### src/rtl/pwm_pkg.sv
// Shared register map, CTRL bit positions and counting-mode type for the
// multi-channel PWM.
package pwm_pkg;

  localparam int unsigned ADDR_PERIOD = 0;
  localparam int unsigned ADDR_CTRL   = 1;
  localparam int unsigned ADDR_EN     = 2;
  localparam int unsigned ADDR_POL    = 3;
  localparam int unsigned ADDR_DUTY0  = 4;

  localparam int unsigned CTRL_MODE_BIT   = 0;
  localparam int unsigned CTRL_COMMIT_BIT = 1;

  typedef enum logic {
    PWM_EDGE   = 1'b0,
    PWM_CENTER = 1'b1
  } pwm_mode_e;

endpackage

### src/rtl/pwm_period_counter.sv
// Shared period counter: edge (0..P) or center (0..P..1) counting, with a
// boundary flag marking the cycle whose successor count is 0.
module pwm_period_counter
  import pwm_pkg::*;
#(
  parameter int unsigned CNT_W = 16
) (
  input  logic             clk_i,
  input  logic             rst_i,
  input  logic [CNT_W-1:0] period_i,
  input  pwm_mode_e        mode_i,
  input  logic             restart_i,
  output logic [CNT_W-1:0] cnt_o,
  output logic             up_o,
  output logic             boundary_o
);

  logic [CNT_W-1:0] cnt_q, cnt_d;
  logic             up_q, up_d;

  always_comb begin
    cnt_d = '0;
    up_d  = 1'b1;
    if (period_i == '0) begin
      cnt_d = '0;
      up_d  = 1'b1;
    end else if (mode_i == PWM_EDGE) begin
      cnt_d = (cnt_q >= period_i) ? '0 : cnt_q + 1'b1;
      up_d  = 1'b1;
    end else if (up_q) begin
      cnt_d = (cnt_q >= period_i) ? period_i - 1'b1 : cnt_q + 1'b1;
      // P = 1 turns around straight into 0, which is always an up sample
      up_d  = (cnt_q < period_i) || (cnt_d == '0);
    end else begin
      cnt_d = (cnt_q == '0) ? '0 : cnt_q - 1'b1;
      up_d  = (cnt_d == '0);
    end
  end

  always_ff @(posedge clk_i) begin
    if (rst_i || restart_i) begin
      cnt_q <= '0;
      up_q  <= 1'b1;
    end else begin
      cnt_q <= cnt_d;
      up_q  <= up_d;
    end
  end

  assign cnt_o      = cnt_q;
  assign up_o       = up_q;
  assign boundary_o = (cnt_d == '0);

endmodule

### src/rtl/pwm_multi_channel.sv
// N-channel PWM: shadow/active register file with period-boundary commit,
// shared period counter and a two-stage compare/output pipeline.
module pwm_multi_channel
  import pwm_pkg::*;
#(
  parameter int unsigned NUM_CH = 3,
  parameter int unsigned CNT_W  = 16,
  parameter int unsigned ADDR_W = $clog2(NUM_CH + 4)
) (
  input  logic              clk,
  input  logic              rst,
  input  logic              cfg_we,
  input  logic [ADDR_W-1:0] cfg_addr,
  input  logic [CNT_W-1:0]  cfg_data,
  output logic [NUM_CH-1:0] pwm_out,
  output logic              pwm_sync,
  output logic              commit_pending
);

  logic [CNT_W-1:0]  period_sh_q, period_act_q;
  pwm_mode_e         mode_sh_q, mode_act_q;
  logic [NUM_CH-1:0] en_sh_q, en_act_q, pol_sh_q, pol_act_q;
  logic [CNT_W-1:0]  duty_sh_q  [NUM_CH];
  logic [CNT_W-1:0]  duty_act_q [NUM_CH];
  logic              pending_q, pending_d;

  logic [CNT_W-1:0]  cnt;
  logic              cnt_up, boundary, transfer, restart;
  logic              wr_period, wr_ctrl, wr_en, wr_pol, commit_req;

  logic [NUM_CH-1:0] raw_d, raw_q, en1_q, pol1_q, out_d, out_q;
  logic              sync1_q, sync2_q;

  assign wr_period  = cfg_we && (cfg_addr == ADDR_W'(ADDR_PERIOD));
  assign wr_ctrl    = cfg_we && (cfg_addr == ADDR_W'(ADDR_CTRL));
  assign wr_en      = cfg_we && (cfg_addr == ADDR_W'(ADDR_EN));
  assign wr_pol     = cfg_we && (cfg_addr == ADDR_W'(ADDR_POL));
  assign commit_req = wr_ctrl && cfg_data[CTRL_COMMIT_BIT];

  // pending_q is registered, so a COMMIT landing on a boundary waits a period
  assign transfer  = boundary && pending_q;
  assign restart   = transfer && (mode_sh_q != mode_act_q);
  assign pending_d = transfer ? 1'b0 : (pending_q | commit_req);

  pwm_period_counter #(
    .CNT_W (CNT_W)
  ) u_counter (
    .clk_i      (clk),
    .rst_i      (rst),
    .period_i   (period_act_q),
    .mode_i     (mode_act_q),
    .restart_i  (restart),
    .cnt_o      (cnt),
    .up_o       (cnt_up),
    .boundary_o (boundary)
  );

  always_ff @(posedge clk) begin
    if (rst) begin
      period_sh_q <= '1;
      mode_sh_q   <= PWM_EDGE;
      en_sh_q     <= '0;
      pol_sh_q    <= '0;
      for (int unsigned i = 0; i < NUM_CH; i++) duty_sh_q[i] <= '0;
    end else begin
      if (wr_period) period_sh_q <= cfg_data;
      if (wr_ctrl)   mode_sh_q   <= cfg_data[CTRL_MODE_BIT] ? PWM_CENTER : PWM_EDGE;
      if (wr_en)     en_sh_q     <= cfg_data[NUM_CH-1:0];
      if (wr_pol)    pol_sh_q    <= cfg_data[NUM_CH-1:0];
      for (int unsigned i = 0; i < NUM_CH; i++) begin
        if (cfg_we && (cfg_addr == ADDR_W'(ADDR_DUTY0 + i))) duty_sh_q[i] <= cfg_data;
      end
    end
  end

  always_ff @(posedge clk) begin
    if (rst) begin
      period_act_q <= '1;
      mode_act_q   <= PWM_EDGE;
      en_act_q     <= '0;
      pol_act_q    <= '0;
      for (int unsigned i = 0; i < NUM_CH; i++) duty_act_q[i] <= '0;
      pending_q    <= 1'b0;
    end else begin
      if (transfer) begin
        period_act_q <= period_sh_q;
        mode_act_q   <= mode_sh_q;
        en_act_q     <= en_sh_q;
        pol_act_q    <= pol_sh_q;
        for (int unsigned i = 0; i < NUM_CH; i++) duty_act_q[i] <= duty_sh_q[i];
      end
      pending_q <= pending_d;
    end
  end

  always_comb begin
    raw_d = '0;
    for (int unsigned i = 0; i < NUM_CH; i++) raw_d[i] = (cnt < duty_act_q[i]);
    out_d = ((raw_q ^ pol1_q) & en1_q) | (pol1_q & ~en1_q);
  end

  // en/pol travel with the compare so a commit hits outputs on a clean sample
  always_ff @(posedge clk) begin
    if (rst) begin
      raw_q   <= '0;
      en1_q   <= '0;
      pol1_q  <= '0;
      sync1_q <= 1'b0;
      out_q   <= '0;
      sync2_q <= 1'b0;
    end else begin
      raw_q   <= raw_d;
      en1_q   <= en_act_q;
      pol1_q  <= pol_act_q;
      sync1_q <= (cnt == '0) && cnt_up;
      out_q   <= out_d;
      sync2_q <= sync1_q;
    end
  end

  assign pwm_out        = out_q;
  assign pwm_sync       = sync2_q;
  assign commit_pending = pending_q;

endmodule

### config.mk
export PLATFORM = sky130hd
export DESIGN_NAME = pwm_multi_channel
export DESIGN_NICKNAME = d
export VERILOG_FILES = /design/src/rtl/pwm_pkg.sv /design/src/rtl/pwm_period_counter.sv /design/src/rtl/pwm_multi_channel.sv
export SDC_FILE = /design/constraint.sdc
export NUM_CORES = 1
export LEC_CHECK = 0
export ABC_AREA = 1
export CORE_MARGIN = 2
export CORE_UTILIZATION = 55
export DETAILED_ROUTE_END_ITERATION = 8
export GPL_TIMING_DRIVEN = 0
export PLACE_DENSITY = 0.69
export SETUP_SLACK_MARGIN = 0.05
export SYNTH_ARGS = -nofsm -noshare
export SYNTH_HDL_FRONTEND = slang
export SYNTH_SLANG_ARGS = --single-unit
### constraint.sdc
create_clock -name clk -period 4.79 [get_ports clk]
set_input_delay 0.958 -clock clk [delete_from_list [all_inputs] [get_ports clk]]
set_output_delay 0.958 -clock clk [all_outputs]
set_load 0.02 [all_outputs]
---- Word-level counts from Yosys, hierarchy flattened ----
Memories as Yosys holds them, arrays and structs flattened.
Cells that the tools add are included.
operators by class
  add/subtract/negate cells ............... 3
  order comparisons ....................... 5
  equality and inequality tests ........... 7
  mux-type cells .......................... 28
  bitwise logic cells ..................... 13
  reductions and logical operators ........ 21
operator list
  cell                   count
  $mux 16                12
  $logic_not 16->1       5
  $lt 16x16->1           4
  $sub 16x1->16 const B  2
  $add 16x1->16 const B  1
  $ge 16x16->1           1
  $mux 1                 16
  $logic_and 1x1->1      11
  $eq 3x3->1 const B     3
  $or 1x1->1             7
  $and 3x3->3            2
  $eq 3x2->1 const B     2
  $eq 3x1->1 const B     1
  $logic_not 3->1        1
  $not 3->3              1
  $or 3x3->3             1
  $reduce_or 3->1        1
  $xor 3x3->3            1
  $logic_or 1x1->1       2
  $reduce_or 2->1        1
  $ne 1x1->1             1
  $not 1->1              1
word-level totals
  bits in registers ....................... 78
  memory bits (writable) .................. 96
  input port bits ......................... 22
  output and inout port bits .............. 5
  word-level logic and storage cells ...... 96
  memories kept ........................... 2
memories
  memory      words  width  rd ports  clocked after Yosys merged registers in  write ports  line                     source
  duty_act_q  3      16     3         0                                        3            pwm_multi_channel.sv:24  logic [CNT_W-1:0] duty_act_q [NUM_CH];
  duty_sh_q   3      16     3         0                                        3            pwm_multi_channel.sv:23  logic [CNT_W-1:0] duty_sh_q [NUM_CH];

---- Longest topological paths before layout ----
  depth after elaboration ................. 11
  mapped depth ............................ 23

---- Modules after synthesis ----
A second synthesis with hierarchy kept.
unflattened totals
  cells, all modules ...................... 1230
  area total of the unflattened synthesis .. 9815.7 um2
modules (own cells, without submodules)
  module              times used  cells an instance  area each (um2)  seq. area each (um2)
  pwm_multi_channel   1           674                6767.7           4103.9
  pwm_period_counter  1           556                3047.9           340.3

---- Least setup slack after synthesis ----
OpenSTA, ideal clock, no wires.
  kind .................................... reg-to-reg
  start point ............................. register u_counter.cnt_q[10] (netlist: u_counter.cnt_o[10])
  end point ............................... memory duty_act_q[0][0], enable pin
  data arrival time ....................... 3.404 ns
  data required time ...................... 4.383 ns
  setup slack ............................. 0.978 ns
  cell stages (with the launch flop) ...... 20
  path buffers ............................ 1
  cells stage by stage .................... dfxtp_1 -> ha_1 -> nand2_1 -> nor2_1 -> nand2_1 -> nor2_4 -> nand2_2 -> nand2_1 -> nor2_2 -> buf_2 -> nand3_1 -> nand3_1 -> nand2_1 -> nand2_1 -> nand2_1 -> nor2_1 -> nand2_1 -> nor2_4 -> nand2_1 -> nand2_1
RTL lines
  what                    line                      source
  from (decl)             pwm_period_counter.sv:18  logic [CNT_W-1:0] cnt_q, cnt_d;
  from (signal assigned)  pwm_period_counter.sv:45  cnt_q <= cnt_d;
  to (decl)               pwm_multi_channel.sv:24

==> impl_metrics.prom <==
# TYPE chip_impl_metric gauge
chip_impl_metric{name="worst-endpoint-required",unit="ns"} 4.92
chip_impl_metric{name="tightestPinTransition",unit="ns"} 0.657
chip_impl_metric{name="antenna-diode-count",unit=""} 0
chip_impl_metric{name="n_fill_cell",unit=""} 1528
chip_impl_metric{name="first_iter_violations",unit=""} 539
chip_impl_metric{name="setup_viol",unit=""} 0
chip_impl_metric{name="final_util",unit=""} 0.633
chip_impl_metric{name="routed_wl",unit="µm"} 24700
chip_impl_metric{name="place.detailed.instances",unit=""} 1463
chip_impl_metric{name="clkLatencyLatePin",unit="ns"} 0.44
chip_impl_metric{name="post_route_drc",unit=""} 0
chip_impl_metric{name="report.final.slew_viol_count",unit=""} 0
chip_impl_metric{name="placement_rows",unit=""} 48
chip_impl_info{name="cell_type_contributing_the_most_total_cell_area_after_synthesis",value="edfxtp_1"} 1
chip_impl_metric{name="num-nets-final",unit=""} 1345
chip_impl_metric{name="post_cts_sizing",unit=""} 0
chip_impl_metric{name="clock.fmax",unit="GHz"} 0.232
chip_impl_metric{name="grt_use_total",unit=""} 0.278
chip_impl_metric{name="final_cell_count_no_fill",unit=""} 1495
chip_impl_metric{name="drv_cap",unit=""} 0
chip_impl_metric{name="yosysSeqAreaShare",unit=""} 0.459
chip_impl_metric{name="clockBufferDepth",unit=""} 2
chip_impl_metric{name="place.gp.congestion",unit=""} 0.983
chip_impl_metric{name="grt_pass1_wl",unit="µm"} 38300
chip_impl_metric{name="routed_via_density",unit=""} 5.27
chip_impl_metric{name="cp_max_fo",unit=""} 34
chip_impl_metric{name="syn_nets",unit=""} 1297
chip_impl_metric{name="crit_arrival",unit="ns"} 4.44
chip_impl_metric{name="dp.final_hpwl",unit="µm"} 19100
chip_impl_metric{name="relative_max_transition_margin",unit=""} 0.562
chip_impl_info{name="netlist_top_cells_area",value="edfxtp_1, dfxtp_1, nand2_1"} 1
chip_impl_info{name="synthMostInstantiatedCell",value="nand2_1"} 1
chip_impl_metric{name="total_core_area",unit="µm²"} 17200
chip_impl_metric{name="synth-async-reset-ratio",unit=""} 0
chip_impl_metric{name="cts.repair_timing.setup_buffer_count",unit=""} 0
chip_impl_metric{name="die-area",unit="µm²"} 18700
chip_impl_metric{name="first_global_vias",unit=""} 7328
chip_impl_metric{name="antenna_violations_before_repair",unit=""} 0
chip_impl_metric{name="finalClockSkew",unit="ns"} 0.0176
chip_impl_info{name="status",value="completed"} 1
chip_impl_metric{name="clk_pin_slew",unit="ns"} 0.07
chip_impl_metric{name="syn-instance-count",unit=""} 1209
chip_impl_metric{name="min_period_over_period",unit=""} 0.899
chip_impl_metric{name="clkSinkCount",unit=""} 174
chip_impl_info{name="grt_setup_unrepaired",value="no"} 1
chip_impl_metric{name="die_w",unit="µm"} 137
chip_impl_metric{name="final_period_minus_worst_setup_slack",unit="ns"} 4.31
chip_impl_metric{name="power_leakage",unit="nW"} 5.27
chip_impl_metric{name="portBuffers",unit=""} 25
chip_impl_metric{name="grt-ovfl-total",unit=""} 0
chip_impl_metric{name="setup_tns",unit="ns"} 0
chip_impl_info{name="worst_setup_path_start_kind",value="flip-flop"} 1
chip_impl_metric{name="ios",unit=""} 27
chip_impl_metric{name="p_total",unit="mW"} 3.32
chip_impl_info{name="timing_worst_setup_path_type",value="flip-flop to flip-flop"} 1
chip_impl_metric{name="synthToLayoutAreaGrowth",unit="%"} 12.6
chip_impl_metric{name="drt_pass1_iterations",unit=""} 8
chip_impl_metric{name="routed-via-count",unit=""} 7876
chip_impl_metric{name="vdd_ir_drop_max",unit="µV"} 246
chip_impl_info{name="cts_tree",value="built"} 1
chip_impl_metric{name="ctsHtreeMaxLevel",unit=""} 4
chip_impl_info{name="setup.worst_path.end_class",value="flip-flop"} 1
chip_impl_metric{name="start_util",unit=""} 0.562
chip_impl_metric{name="power.density",unit="nW/µm²"} 305
chip_impl_metric{name="postRouteAntennaNets",unit=""} 0
chip_impl_info{name="min_path_type",value="flip-flop to flip-flop"} 1
chip_impl_metric{name="ys_seq_elements",unit=""} 174
chip_impl_info{name="clock_tree.root_cell",value="clkbuf_16"} 1
chip_impl_metric{name="worst_hold_slack",unit="ns"} 0.405
chip_impl_metric{name="synthDominantCellAreaShare",unit=""} 0.298
chip_impl_metric{name="final_hold_viol_count",unit=""} 0
chip_impl_metric{name="grt_max_degree",unit=""} 35
chip_impl_metric{name="final_layout_size_suffix_gt1_frac",unit=""} 0.0740
chip_impl_metric{name="chipHeight",unit="µm"} 137
chip_impl_metric{name="yosys.cell_types.count",unit=""} 42
chip_impl_metric{name="hold_buffers",unit=""} 0
chip_impl_metric{name="synth_enable_flop_cells",unit=""} 96
chip_impl_metric{name="syn_area",unit="µm²"} 9680
chip_impl_info{name="synth_flop_cell",value="edfxtp_1"} 1
chip_impl_metric{name="routed_wire_length_per_instance",unit="µm"} 16.5
chip_impl_metric{name="avgSynthCellArea",unit="µm²"} 8.01
chip_impl_info{name="synth.cells.most_frequent",value="nand2_1, inv_1, nor2_1"} 1
chip_impl_metric{name="yosysWarningCount",unit=""} 0
chip_impl_metric{name="cts_made_buffers",unit=""} 17
-- stage by stage --
step                instance area, µm²  setup WS [ns]
floorplan                         9680          0.978
global placement                 10200         -0.447
detailed placement               10300          0.558
CTS                              10900          0.549
global route                     10900          0.212
finish                           10900          0.485
-- per-layer routing --
metal	up-vias	global-route usage	part of all wire
met1	3597	0.360	0.44
met2	199	0.460	0.48
met3	51	0.0430	0.043
li1	4029	-	-
met5	-	0	0
met4	0	0.125	0.036
-- layout make-up --
class | instances | area (µm²) | share of cell area
plain buffers | 41 | 203 | 0.0186
clock buffers | 17 | 425 | 0.0390
clock inverters | 15 | 184 | 0.0169
inverters | 208 | 781 | 0.0716
multi-input cells | 786 | 4270 | 0.392
flip-flops and latches | 174 | 4440 | 0.408
well taps | 225 | 282 | 0.0258
repair buffers | 29 | 315 | 0.0289
-- layout by cell type, fill, tap and decap left out, drive strengths merged, types with 3 or more instances in the layout --
cell / count
ha: 66
nor3: 8
o21a: 3
clkdlybuf4s50: 25
nand2: 238
nor2: 179
nand3b: 7
clkbuf: 38
inv: 216
and2: 3
nor4: 4
xnor2: 3
edfxtp: 96
dfxtp: 78
a21oi: 62
buf: 24
xor2: 21
o21ai: 26
nand4: 30
nand3: 104
o211ai: 18
clkinv: 6
-- power by group --
part	internal (mW)	switching, mW
Combinational	0.0884	0.169
Clock	0.756	0.654
Sequential	1.63	0.0247
Total	2.48	0.848
-- flip-flops by register name, summed over array words and instances (netlist names) --
| name | cells |
|---|---|
| duty_act_q | 48 |
| duty_sh_q | 48 |
| period_act_q | 16 |
| period_sh_q | 16 |
| u_counter.cnt_o | 16 |
| en1_q | 3 |
| en_act_q | 3 |
| en_sh_q | 3 |
| pol1_q | 3 |
| pol_act_q | 3 |
| pol_sh_q | 3 |
| pwm_out | 3 |
| raw_q | 3 |
| commit_pending | 1 |
| mode_act_q | 1 |
| mode_sh_q | 1 |
| pwm_sync | 1 |
| sync1_q | 1 |
| u_counter.up_o | 1 |
-- cells by family (layout without fill, tap and decap cells) --
logic type,Yosys count,count (layout),share of synthesized area
xor gates and xnor gates,24,24,0.0217
buffers and inverters,249,310,0.102
DFF,174,174,0.459
and+or+nand+nor,575,575,0.261
adders and majority gates,66,66,0.0853
AOI/OAI and AO/OA,121,121,0.0711
-- path summary, 6_finish.rpt --
path / slack [ns] / startpoint / depth (start not counted) / endpoint
setup reg to reg: 0.48 / u_counter.cnt_o[9] / 20 / duty_act_q[0][34]
hold reg to reg: 0.40 / sync1_q / 2 / pwm_sync
setup / recovery: 0.48 / u_counter.cnt_o[9] / 20 / duty_act_q[0][34]
hold / removal: 0.40 / sync1_q / 2 / pwm_sync
-- worst max-delay path, stage by stage (launching register included) --
cell and delay (ns):
dfxtp_1 0.73, ha_1 0.37, nand2_1 0.07, nor2_1 0.05, nand2_1 0.12, nor2_4 0.07
nand2_2 0.18, nand2_1 0.09, nor2_2 0.22, buf_2 0.30, nand3_1 0.13, nand3_1 0.12
nand2_1 0.06, nand2_1 0.16, nand2_1 0.07, nor2_1 0.10, nand2_1 0.09, nor2_4 0.22
nand2_1 0.17, nand2_2 0.38, buf_12 0.27
No activity file was read; power rests on OpenSTA's default activity.
